## config.mk

```make
export PLATFORM = sky130hd
export DESIGN_NAME = uart_memload_flat
export DESIGN_NICKNAME = d
export VERILOG_FILES = /design/src/rtl/uart_memload_if.sv /design/src/rtl/uart_memload.sv /design/src/flat_wrapper.sv
export SDC_FILE = /design/constraint.sdc
export NUM_CORES = 1
export LEC_CHECK = 0
export ABC_AREA = 1
export BUFFER_PORTS_ARGS = -buffer_cell sky130_fd_sc_hd__buf_2
export CAP_MARGIN = 40
export CORE_ASPECT_RATIO = 0.6
export CORE_MARGIN = 1.5
export CORE_UTILIZATION = 35
export CTS_CLUSTER_SIZE = 20
export DETAILED_ROUTE_END_ITERATION = 7
export GPL_ROUTABILITY_DRIVEN = 0
export SLEW_MARGIN = 20
export SYNTH_ARGS = -nofsm -noshare
export SYNTH_HDL_FRONTEND = slang
export SYNTH_SLANG_ARGS = --single-unit
```

## constraint.sdc

```tcl
create_clock -name CLK -period 2.2 [get_ports CLK]
set_input_delay 0.55 -clock CLK [delete_from_list [all_inputs] [get_ports CLK]]
set_output_delay 0.55 -clock CLK [all_outputs]
set_load 0.01 [all_outputs]
```

## src/rtl/uart_memload_if.sv

```systemverilog
// Loader bus: UART input line plus the memory write port and sticky status flags.
interface uart_memload_if;
  localparam int unsigned ADDR_W = 10;
  localparam int unsigned DATA_W = 32;

  logic              RX;
  logic              wr_en;
  logic [ADDR_W-1:0] wr_addr;
  logic [DATA_W-1:0] wr_data;
  logic              done;
  logic              err;

  modport master (input RX, output wr_en, wr_addr, wr_data, done, err);
  modport slave  (output RX, input wr_en, wr_addr, wr_data, done, err);
endinterface

```

## src/rtl/uart_memload.sv

```systemverilog
// UART 8N1 receiver feeding an ASCII-hex line parser; each "XXXXXXXX[CR]LF" line
// becomes one 32-bit write into a 1024-word memory port.
module uart_memload #(
  parameter int unsigned CLKS_PER_BIT = 868
) (
  input  logic           CLK,
  input  logic           nrst,
  uart_memload_if.master bus
);
  localparam int unsigned CNT_W  = 16;
  localparam int unsigned ADDR_W = 10;
  localparam int unsigned DATA_W = 32;
  localparam int unsigned HALF   = CLKS_PER_BIT / 2;
  localparam logic [ADDR_W-1:0] LAST_ADDR = 10'h3FF;

  typedef enum logic [2:0] {RX_IDLE, RX_START, RX_DATA, RX_STOP, RX_WAIT} rx_state_t;
  typedef enum logic [1:0] {P_COLLECT, P_SKIP, P_DONE} p_state_t;

  // ---------------- RX front end ----------------
  logic             rx_meta, rx_sync;
  rx_state_t        rx_state, rx_next;
  logic [CNT_W-1:0] bit_cnt;
  logic [2:0]       bit_idx;
  logic [7:0]       rx_shift;
  logic             byte_valid;
  logic             bit_tick_c, half_tick_c, sample_c, byte_ok_c, frame_err_c, cnt_clr_c;

  always_ff @(posedge CLK or negedge nrst) begin
    if (!nrst) begin
      rx_meta <= 1'b1;
      rx_sync <= 1'b1;
    end else begin
      rx_meta <= bus.RX;
      rx_sync <= rx_meta;
    end
  end

  always_ff @(posedge CLK or negedge nrst) begin
    if (!nrst) rx_state <= RX_IDLE;
    else       rx_state <= rx_next;
  end

  always_comb begin
    rx_next = rx_state;
    case (rx_state)
      RX_IDLE:  if (!rx_sync) rx_next = RX_START;
      RX_START: if (half_tick_c) rx_next = rx_sync ? RX_IDLE : RX_DATA;
      RX_DATA:  if (bit_tick_c && bit_idx == 3'd7) rx_next = RX_STOP;
      RX_STOP:  if (bit_tick_c) rx_next = rx_sync ? RX_IDLE : RX_WAIT;
      RX_WAIT:  if (rx_sync) rx_next = RX_IDLE;
      default:  rx_next = RX_IDLE;
    endcase
  end

  always_comb begin
    bit_tick_c  = (bit_cnt == CNT_W'(CLKS_PER_BIT - 1));
    half_tick_c = (rx_state == RX_START) && (bit_cnt == CNT_W'(HALF));
    sample_c    = (rx_state == RX_DATA) && bit_tick_c;
    byte_ok_c   = (rx_state == RX_STOP) && bit_tick_c && rx_sync;
    frame_err_c = (rx_state == RX_STOP) && bit_tick_c && !rx_sync;
    cnt_clr_c   = half_tick_c || bit_tick_c ||
                  (rx_state == RX_IDLE) || (rx_state == RX_WAIT);
  end

  // Bit timing restarts at the start-bit midpoint so data samples land mid-bit.
  always_ff @(posedge CLK or negedge nrst) begin
    if (!nrst) begin
      bit_cnt    <= '0;
      bit_idx    <= '0;
      rx_shift   <= '0;
      byte_valid <= 1'b0;
    end else begin
      bit_cnt    <= cnt_clr_c ? '0 : bit_cnt + CNT_W'(1);
      byte_valid <= byte_ok_c;
      if (rx_state == RX_IDLE) bit_idx <= '0;
      else if (sample_c)       bit_idx <= bit_idx + 3'd1;
      if (sample_c) rx_shift <= {rx_sync, rx_shift[7:1]};
    end
  end

  // ---------------- line parser ----------------
  p_state_t          p_state, p_next;
  logic [3:0]        dig_cnt;
  logic [DATA_W-1:0] shift_reg;
  logic              is_hex, is_cr, is_lf;
  logic [3:0]        nib;
  logic              write_c, fmt_err_c, shift_en_c, dig_clr_c;

  always_comb begin
    is_hex = 1'b0;
    nib    = 4'd0;
    is_cr  = (rx_shift == 8'h0D);
    is_lf  = (rx_shift == 8'h0A);
    if (rx_shift >= 8'h30 && rx_shift <= 8'h39) begin
      is_hex = 1'b1;
      nib    = rx_shift[3:0];
    end else if ((rx_shift >= 8'h41 && rx_shift <= 8'h46) ||
                 (rx_shift >= 8'h61 && rx_shift <= 8'h66)) begin
      is_hex = 1'b1;
      nib    = rx_shift[3:0] + 4'd9;
    end
  end

  always_ff @(posedge CLK or negedge nrst) begin
    if (!nrst) p_state <= P_COLLECT;
    else       p_state <= p_next;
  end

  always_comb begin
    p_next = p_state;
    if (byte_valid) begin
      case (p_state)
        P_COLLECT: begin
          if (is_hex && dig_cnt == 4'd8)                 p_next = P_SKIP;
          else if (!is_hex && !is_cr && !is_lf)          p_next = P_SKIP;
          else if (is_lf && dig_cnt == 4'd8 && bus.wr_addr == LAST_ADDR) p_next = P_DONE;
        end
        P_SKIP:  if (is_lf) p_next = P_COLLECT;
        P_DONE:  p_next = P_DONE;
        default: p_next = P_COLLECT;
      endcase
    end
  end

  always_comb begin
    write_c    = 1'b0;
    fmt_err_c  = 1'b0;
    shift_en_c = 1'b0;
    dig_clr_c  = 1'b0;
    if (byte_valid && p_state == P_COLLECT) begin
      write_c    = is_lf && dig_cnt == 4'd8;
      shift_en_c = is_hex && dig_cnt != 4'd8;
      dig_clr_c  = is_lf;
      fmt_err_c  = (is_hex && dig_cnt == 4'd8) ||
                   (is_lf && dig_cnt != 4'd0 && dig_cnt != 4'd8) ||
                   (!is_hex && !is_cr && !is_lf);
    end else if (byte_valid && p_state == P_SKIP) begin
      dig_clr_c = is_lf;
    end
  end

  // The address register doubles as the write pointer; it saturates at the last word.
  always_ff @(posedge CLK or negedge nrst) begin
    if (!nrst) begin
      dig_cnt     <= '0;
      shift_reg   <= '0;
      bus.wr_en   <= 1'b0;
      bus.wr_addr <= '0;
      bus.wr_data <= '0;
      bus.done    <= 1'b0;
      bus.err     <= 1'b0;
    end else begin
      bus.wr_en <= write_c;
      if (write_c) bus.wr_data <= shift_reg;
      if (dig_clr_c)       dig_cnt <= '0;
      else if (shift_en_c) dig_cnt <= dig_cnt + 4'd1;
      if (shift_en_c) shift_reg <= {shift_reg[DATA_W-5:0], nib};
      if (bus.wr_en && bus.wr_addr != LAST_ADDR) bus.wr_addr <= bus.wr_addr + ADDR_W'(1);
      if (bus.wr_en && bus.wr_addr == LAST_ADDR) bus.done <= 1'b1;
      if (fmt_err_c || frame_err_c) bus.err <= 1'b1;
    end
  end
endmodule

```

## src/flat_wrapper.sv

```systemverilog
// flat-port wrapper written by rule: the top's interface ports become plain ports
module uart_memload_flat 
#(
  parameter int unsigned CLKS_PER_BIT = 868
)
  (CLK, nrst, bus_RX, bus_wr_en, bus_wr_addr, bus_wr_data, bus_done, bus_err);
  uart_memload_if bus_i ();
  input  logic CLK;
  input  logic nrst;
  input wire logic [$bits(bus_i.RX)-1:0] bus_RX;
  output wire logic [$bits(bus_i.wr_en)-1:0] bus_wr_en;
  output wire logic [$bits(bus_i.wr_addr)-1:0] bus_wr_addr;
  output wire logic [$bits(bus_i.wr_data)-1:0] bus_wr_data;
  output wire logic [$bits(bus_i.done)-1:0] bus_done;
  output wire logic [$bits(bus_i.err)-1:0] bus_err;
  assign bus_i.RX = bus_RX;
  assign bus_wr_en = bus_i.wr_en;
  assign bus_wr_addr = bus_i.wr_addr;
  assign bus_wr_data = bus_i.wr_data;
  assign bus_done = bus_i.done;
  assign bus_err = bus_i.err;
  uart_memload #(.CLKS_PER_BIT(CLKS_PER_BIT)) u_core (.CLK(CLK), .nrst(nrst), .bus(bus_i));
endmodule
```

==> metrics, run 1 <==
outcome=complete, no violations; Routed Antenna Nets=0; clk_skew=between 0.008 and 0.009 ns; worst slack at placement=about 0.25 ns; layout net count=~670; Die X=between 150 and 200 um; R2R Path Start=u_core.rx_shift[0]; row count=34; area of the mapped netlist=~5200 um2; synth top area cells=dfrtp_1 54%, nand2_1 11%, o21ai_1 5.5%; largest family of logic cells by synthesized area=simple AND/OR/NAND/NOR gates; # DRC=0; Synth area leader=dfrtp_1; CP startpoint=u_core.rx_shift[0]; fillcell total=~1400; Iter 0 DRT Violations=263; final hold viol count=0; Post-Synth Simple-Gate Area=approximately 21%; Longest Clk Path Bufs=2; Post-Synthesis Net Count=608; R2R depth=8; Main synth FF type=dfrtp_1; worst setup path category=flop to flop; Worst Setup Slack, final=roughly 0.32 ns; Required @ worst endpoint=roughly 2.5 ns; Slew Viols, Final=0; Hold Path Class=input pin to async pin; placed cells=~830; Top Ports=48; Max Cap Viol=0; hold-fix buffers at CTS=0; Initial Utilization=between 30% and 40%; worst flop-to-flop path endpoint=u_core.bus.wr_data[25]; VDD IR max=around 0.00045 V; Yosys top cell area share=between 50% and 60%; global-route wire length before repair=between 15000 and 20000 um; crit share post-route=~86%; sequential fraction of the synthesis area=55.38%; Post-Syn Area per Cell=8.832 um2; pin count of the biggest net entering global routing=70; die height=about 98 um; vias in the first global route=between 3000 and 4000; # clock sinks=roughly 120; core area=14550 um2; CTS H-tree depth=4; worst reg-to-reg setup slack=between 0.3 and 0.4 ns; worst skew pair latency=roughly 0.41 ns; Vias=3976; Non-Filler Instances=865; RSZ-0062 raised after global routing=false; Worst Tran Pin Value=0.5614 ns; clock buffer count from CTS=17; Total Routing Usage GR=between 10% and 20%; critical path launch point type=flop; per-cell routed wire length=~12 um; Lkg Pwr=between 3 and 4 nW; die area=between 15000 and 20000 um2; 1st-pass router iterations=5; Root Driver=clkbuf_16; Post-synth top cells=147 x nand2_1, 114 x dfrtp_1, 74 x inv_1; Via density=4.597; Worst EP arrival=roughly 2.2 ns; pwr dens=825.2 nW/um2; WL final=roughly 11000 um; share of layout cells above drive strength 1=between 10% and 20%; CTS tree=yes; Post-synth ARST share=100.0%; grt total ovfl=0; Worst Setup End Kind=flop; crit-path max FO=60; port buffer count=47; total chip power=around 5.3 mW; post-synthesis mux area share=0%; register bit total from synthesis=between 100 and 150; post-DP HPWL=about 7500 um; CTS clock-pin slew for the worst setup and hold paths=roughly 0.06 ns; area grow syn2layout=22.39%; post-synthesis adder-cell area fraction=around 2.6%; CTS resizes=0; final setup violation count=0; n_diodes=0; minimum clock period=around 1.9 ns; Post-synth EDFFs=0; most common cell in the netlist=nand2_1; Setup Buffers After CTS=0; hold slack final=0.03700 ns; Unique masters post-synth=33; slew margin rel.=around 62%; initial antenna violation count=0; setup_tns=0 ns; fmax=between 500 and 600 MHz; Compound-Gate Fraction of Synth Area=between 9 and 10%; Yosys warnings=0; XOR/XNOR Fraction of Synth Area=under 10%; Synth Instances=594
## critical path: stages, from the launching register on
cell	delay, ns
dfrtp_1	0.41
inv_1	0.18
ha_1	0.21
nand3_1	0.11
nor2_2	0.25
nand3_2	0.08
buf_4	0.30
nand2_1	0.13
o21ai_1	0.06
## routing by layer
metal / up-vias / part of all wire (%) / global-route usage, %
met2: 69 / 43 / 20.56
met5: - / 0 / 0
met3: 8 / 4.1 / 3.781
met1: 1883 / 52 / 21.52
li1: 2016 / - / -
met4: 0 / 0.45 / 4.915
## cells by family after synthesis
family,after synthesis
AND/OR/NAND/NOR,257
flip-flops,116
AO/OA/AOI/OAI,96
buffers and inverters,94
XOR/XNOR,20
adder cells (fa/ha/maj),11
## through the flow
| stage | cell area [um2] | utilization (%) |
|---|---|---|
| after floorplan | 5246 | - |
| after global placement | 5718 | 39.30 |
| after detailed placement | 5718 | 39.30 |
| after CTS | 6394 | 43.95 |
| after global routing | 6421 | 44.13 |
| final | 6421 | 44.13 |
## final cells by class
cell class | count | area (um2) | area share [%]
Tap cell | 198 | 247.7 | 3.858
Clock inverter | 11 | 195.2 | 3.040
Clock buffer | 21 | 480.5 | 7.482
Timing Repair Buffer | 55 | 335.3 | 5.222
Sequential cell | 116 | 2905 | 45.25
Multi-Input combinational cell | 384 | 1957 | 30.48
Inverter | 80 | 300.3 | 4.677
## layout by cell type, fill, tap and decap left out, drive strengths merged, types with 2 or more instances in the layout
| master | n |
|---|---|
| nand3 | 30 |
| xnor2 | 8 |
| dfstp | 2 |
| dfrtp | 114 |
| nor2 | 53 |
| nand4 | 5 |
| nor3 | 13 |
| clkbuf | 21 |
| a21oi | 6 |
| bufinv | 5 |
| clkinv | 2 |
| o21bai | 2 |
| xor2 | 12 |
| inv | 81 |
| o21ai | 85 |
| buf | 55 |
| ha | 11 |
| nand2 | 152 |
| nand3b | 2 |
| clkinvlp | 3 |
## worst max-delay path by stage
stage                             endpoint  slack [ns]  cells past startpoint
global placement       u_core.shift_reg[3]        0.31                     10
global route        u_core.bus.wr_data[31]        0.10                      8
floorplan                u_core.dig_cnt[2]        0.58                     10
finish              u_core.bus.wr_data[25]        0.32                      8
detailed placement     u_core.shift_reg[3]        0.25                     10
CTS                   u_core.shift_reg[24]        0.21                     10
## power breakdown
group	leakage [nW]	internal [mW]	total (mW)	switching, mW
logic	1.19	0.00813	0.0503	0.0422
registers	1.60	2.14	2.14	0.00145
clock network	0.322	2.13	3.11	0.974
total	3.11	4.28	5.30	1.02
Power figures use the tool's default switching activity.
==> inputs of run 2 (changes only) <==
==> constraint.sdc (replaced) <==
create_clock -name CLK -period 2 [get_ports CLK]
set_input_delay 0.5 -clock CLK [delete_from_list [all_inputs] [get_ports CLK]]
set_output_delay 0.5 -clock CLK [all_outputs]
set_load 0.01 [all_outputs]
==> metrics, run 2 (synthesized netlist as in run 1, its figures left out) <==
outcome=complete, no violations; 1st-pass router iterations=5 (unchanged); n_diodes=0 (unchanged); CP max stage cell=dfrtp_1; worst setup path category=flop to flop; CTS tree=yes; Required @ worst endpoint=2.28 ns (-0.19 ns); slew margin rel.=66.38% (+4.2 points); hold-fix buffers at CTS=0 (unchanged); final hold viol count=0 (unchanged); fmax=543.9 MHz (+2.5%); per-cell routed wire length=12.00 um (-1.7%); Root Driver=clkbuf_16; routed metal-1 wirelength=5414 um (-1.5%); most common cell after layout, fill and taps aside=nand2_1; vias in the first global route=3733 (-0.13%); post-DP HPWL=7417 um (-1.6%); Longest Clk Path Bufs=2 (unchanged); most frequent cells in the layout=147 x nand2_1, 114 x dfrtp_1, 74 x inv_1, 58 x o21ai_1, 49 x nor2_1; Worst EP arrival=2.12 ns (-0.04 ns); hold slack final=0.02167 ns (-0.01533 ns); pwr dens=883.2 nW/um2 (+7.0%); R2R Path Start=u_core.rx_shift[0]; Top Ports=48 (unchanged); Total Routing Usage GR=14.13% (-0.42 points); Met3 Wirelength=447 um (+2.8%); uppermost routed layer=met4; Max Cap Viol=0 (unchanged); clk_skew=0.01338 ns (+0.004490 ns); pin count of the biggest net entering global routing=61 (-13%); Setup Buffers After CTS=0 (unchanged); row count=34 (unchanged); Worst Tran Pin Value=0.4990 ns (-0.06239 ns); Die X=161.1 um (unchanged); Slew Viols, Final=0 (unchanged); worst flop-to-flop path endpoint=u_core.shift_reg[2]; Detail Route met2 WL=4361 um (-4.8%); WL final=10390 um (-1.6%); RSZ-0062 raised after global routing=true; CTS resizes=0 (unchanged); share of layout cells above drive strength 1=17.81% (+0.12 points); port buffer count=47 (unchanged); # clock sinks=116 (unchanged); # DRC=0 (unchanged); Initial Utilization=36.06% (unchanged); die height=97.84 um (unchanged); Vias=3982 (+0.15%); R2R depth=10 (+2); VDD IR max=0.0006602 V (+48%); initial antenna violation count=0 (unchanged); Worst Setup End Kind=flop; crit-path max FO=6 (-90%); Routed Antenna Nets=0 (unchanged); Via density=4.598 (about the same); CTS clock-pin slew for the worst setup and hold paths=0.06 ns (about the same); layout net count=669 (+0.15%); capture point of the worst path=u_core.shift_reg[2]; CP max stage delay=0.41 ns (about the same); Worst Setup Slack, final=0.1615 ns (-0.1546 ns); global-route wire length before repair=17860 um (-2.3%); area grow syn2layout=21.97%; clock buffer count from CTS=17 (unchanged); minimum clock period=1.839 ns (-0.04537 ns); die area=15760 um2 (unchanged); worst reg-to-reg setup slack=0.16 ns (-0.15 ns); critical path launch point type=flop; worst skew pair latency=0.41 ns (about the same); CP startpoint=u_core.rx_shift[0]; final setup violation count=0 (unchanged); fillcell total=1396 (+1.5%); Iter 0 DRT Violations=267 (+1.5%); CTS H-tree depth=4 (unchanged); Hold Path Class=input pin to async pin; core area=14550 um2 (unchanged); grt total ovfl=0 (unchanged); worst path cell trace=inv_1, ha_1, nor2_1, o21ai_0, nand2_2, buf_4, nand2_1, nand2_1, a21oi_1, a21oi_1; worst slack at placement=0.1106 ns (-0.1423 ns); crit share post-route=91.93% (+6.3 points); Lkg Pwr=3.097 nW (-0.57%)
==> run 2: cell count changes in the layout (fill, tap and decap cells not counted) <==
cell,delta
nor2_4,+1
buf_6,+1
bufinv_16,-1
clkbuf_1,+1
nor2_1,-1
clkinvlp_4,+1
clkbuf_8,-2
clkinv_2,+1
==> run 2: cell type report <==
cell class	instances	area [um2]	share of cell area [%]
clock buffer	20	456.7	7.137
clock inverter	12	177.7	2.777
inverter	80	300.3	4.693
multi-input combinational	384	1964	30.70
sequential	116	2905	45.40
tap	198	247.7	3.872
timing repair buffer	56	346.6	5.416
==> run 2: per-layer routing <==
metal | track usage [%] | vias up
li1 | - | 2022
met1 | 20.51 | 1864
met2 | 20.39 | 81
met3 | 3.229 | 15
met4 | 5.556 | 0
met5 | 0 | -
==> run 2: worst min path at each step <==
stage	slack, ns	start	cells past startpoint	to
after CTS	0.03	nrst	1	u_core.bit_cnt[5]
after global placement	0.35	u_core.rx_meta	0	u_core.rx_sync
after detailed placement	0.35	u_core.rx_meta	0	u_core.rx_sync
final	0.02	nrst	1	u_core.bit_cnt[7]
after global routing	0.05	nrst	1	u_core.bit_cnt[7]
after floorplan	0.20	nrst	0	u_core.bit_cnt[0]
==> run 2: where the power goes <==
part	switching, mW	internal (mW)
clock	1.09	2.15
sequential	0.00149	2.35
combinational	0.0474	0.0116
total	1.14	4.51
==> run 2: stage by stage <==
step / instances / TNS, ns / area (um2) / power, mW / utilization (%)
2_1_floorplan: 594 / 0 / 5246 / 2.396 / -
3_3_place_gp: 834 / 0 / 5753 / 2.457 / 39.54
3_5_place_dp: 834 / 0 / 5753 / 2.459 / 39.54
4_1_cts: 866 / 0 / 6387 / 5.703 / 43.90
5_1_grt: 866 / -0.1035 / 6399 / 5.832 / 43.98
6_report: 866 / 0 / 6399 / 5.651 / 43.98
==> run 2: critical path, delay by kind of cell (launching register included) <==
| family | cells | cell delay (ns) |
|---|---|---|
| AOI/OAI and AO/OA | 3 | 0.55 |
| adders and majority gates | 1 | 0.20 |
| buffers and inverters | 2 | 0.33 |
| DFF | 1 | 0.41 |
| and+or+nand+nor | 4 | 0.21 |
==> inputs of run 3 (changes only) <==
==> constraint.sdc (replaced) <==
create_clock -name CLK -period 2.1 [get_ports CLK]
set_input_delay 0.525 -clock CLK [delete_from_list [all_inputs] [get_ports CLK]]
set_output_delay 0.525 -clock CLK [all_outputs]
set_load 0.01 [all_outputs]
==> metrics, run 3 (synthesized netlist as in run 1, its figures left out) <==
outcome=complete, no violations; worst slack at placement=0.1555 ns (+0.04487 ns); die area=15760 um2 (unchanged); CTS clock-pin slew for the worst setup and hold paths=0.06 ns (about the same); most frequent cells in the layout=147 x nand2_1, 114 x dfrtp_1, 74 x inv_1, 59 x o21ai_1, 50 x nor2_1; global-route wire length before repair=18600 um (+4.1%); core area=14550 um2 (unchanged); Via density=4.662 (+1.4%); crit-path leading delay family=simple AND/OR/NAND/NOR gates; die height=97.84 um (unchanged); WL final=10680 um (+2.7%); clk_skew=0.01348 ns (+0.00009600 ns); Worst Tran Pin Value=0.6488 ns (+0.1498 ns); # DRC=0 (unchanged); setup_tns=0 ns (unchanged); area grow syn2layout=20.80%; CP bufs+invs=1 (-1); CTS H-tree depth=4 (unchanged); Initial Utilization=36.06% (unchanged); Power Internal=4.067 mW (-9.9%); crit share post-route=89.09% (-2.8 points); worst skew pair latency=0.41 ns (about the same); most common cell after layout, fill and taps aside=nand2_1; CTS tree=yes; Worst EP arrival=2.21 ns (+0.09 ns); # clock sinks=116 (unchanged); Top Ports=48 (unchanged); Die X=161.1 um (unchanged); R2R depth=8 (-2); Routed Antenna Nets=0 (unchanged); VDD IR max=0.0006029 V (-8.7%); fillcell total=1446 (+3.6%); CP max stage delay=0.42 ns (about the same); critical path depth=8 (-2); Sequential Power Share=43.3% (+1.6 points); Post-Route Utilization=43.56% (-0.42 points); Worst Setup End Kind=flop; Required @ worst endpoint=2.44 ns (+0.16 ns); pwr dens=816.2 nW/um2 (-7.6%); post-DP HPWL=7451 um (+0.46%); Psw=1.105 mW (-2.8%); hold-fix buffers at CTS=0 (unchanged); Lkg Pwr=3.066 nW (-0.99%); Max Cap Viol=0 (unchanged); clock network power share=55.7% (-1.6 points); n_diodes=0 (unchanged); worst setup path category=flop to flop; per-cell routed wire length=12.36 um (+3.0%); RSZ-0062 raised after global routing=false; Slew Viols, Final=0 (unchanged); final setup violation count=0 (unchanged); Iter 0 DRT Violations=283 (+6.0%); Root Driver=clkbuf_16; port buffer count=47 (unchanged); fmax=534.5 MHz (-1.7%); final hold viol count=0 (unchanged); minimum clock period=1.871 ns (+0.03245 ns); 1st-pass router iterations=4 (-1); Worst Setup Slack, final=0.2290 ns (+0.06755 ns); worst path cell trace=inv_1, ha_1, nand3_1, nor2_2, nand3_1, nor2_1, nand2_1, nand2_1; crit-path max FO=6 (unchanged); pin count of the biggest net entering global routing=117 (+92%); layout net count=667 (-0.30%); switching share of total power=21.36% (+1.2 points); clock buffer count from CTS=17 (unchanged); slew margin rel.=56.75% (-9.6 points); Total Routing Usage GR=14.65% (+0.52 points); share of layout cells above drive strength 1=17.57% (-0.25 points); critical path launch point type=flop; vias in the first global route=3840 (+2.9%); power share of the combinational group=1.0% (about the same); row count=34 (unchanged); initial antenna violation count=0 (unchanged); Hold Path Class=input pin to async pin; grt total ovfl=0 (unchanged); Longest Clk Path Bufs=2 (unchanged); CP max stage cell=dfrtp_1; Vias=4028 (+1.2%)
-- run 3: metal layers --
layer | wire, um | track usage, %
met3 | 384 | 4.078
met2 | 4668 | 21.29
met4 | 77 | 4.558
met5 | 0 | 0
met1 | 5545 | 21.14
-- run 3: cell type report --
type                       instances  area [um2]  area share [%]
inverter                          80       300.3           4.738
sequential                       116        2905           45.84
clock buffer                      19       452.9           7.147
multi-input combinational        384        1957           30.88
clock inverter                    13       146.4           2.310
tap                              198       247.7           3.909
timing repair buffer              54       327.8           5.173
-- run 3: power groups by stage --
stage | Sequential (mW) | Clock (mW) | Combinational [mW]
after global placement | 2.28 | 0 | 0.0529
after detailed placement | 2.28 | 0 | 0.0542
after floorplan | 2.28 | 0 | 0.00128
final | 2.24 | 2.88 | 0.0497
after CTS | 2.24 | 2.96 | 0.0542
after global routing | 2.24 | 3.07 | 0.0597
-- run 3: what timing repair did --
action                     4_1_cts  5_1_grt
setup endpoints to repair        0       31
resized for setup                0        1
setup buffers                    0        2
-- run 3: worst paths after layout --
kind,from,to,slack (ns)
hold / removal,nrst,u_core.bit_cnt[6],0.15
min in group CLK,bus_RX,u_core.rx_meta,0.21
max in group asynchronous,nrst,u_core.dig_cnt[2],1.41
hold reg to reg,u_core.rx_meta,u_core.rx_sync,0.36
setup / recovery,u_core.rx_shift[0],u_core.bus.wr_data[29],0.23
setup reg to reg,u_core.rx_shift[0],u_core.bus.wr_data[29],0.23
-- run 3: through the flow --
step / total power, mW / hold slack [ns] / cells / instance area (um2)
final: 5.172 / 0.1522 / 864 / 6337
after floorplan: 2.282 / 0.2294 / 594 / 5246
after detailed placement: 2.335 / 0.3468 / 830 / 5723
after CTS: 5.253 / 0.1908 / 862 / 6322
after global routing: 5.373 / 0.1871 / 864 / 6337
after global placement: 2.334 / 0.3483 / 830 / 5723
-- run 3: worst register-to-register path, cell delays in order, from the launching register on --
cell	delay, ns
dfrtp_1	0.42
inv_1	0.18
ha_1	0.20
nand3_1	0.09
nor2_2	0.27
nand3_1	0.17
nor2_1	0.31
nand2_1	0.11
nand2_1	0.07
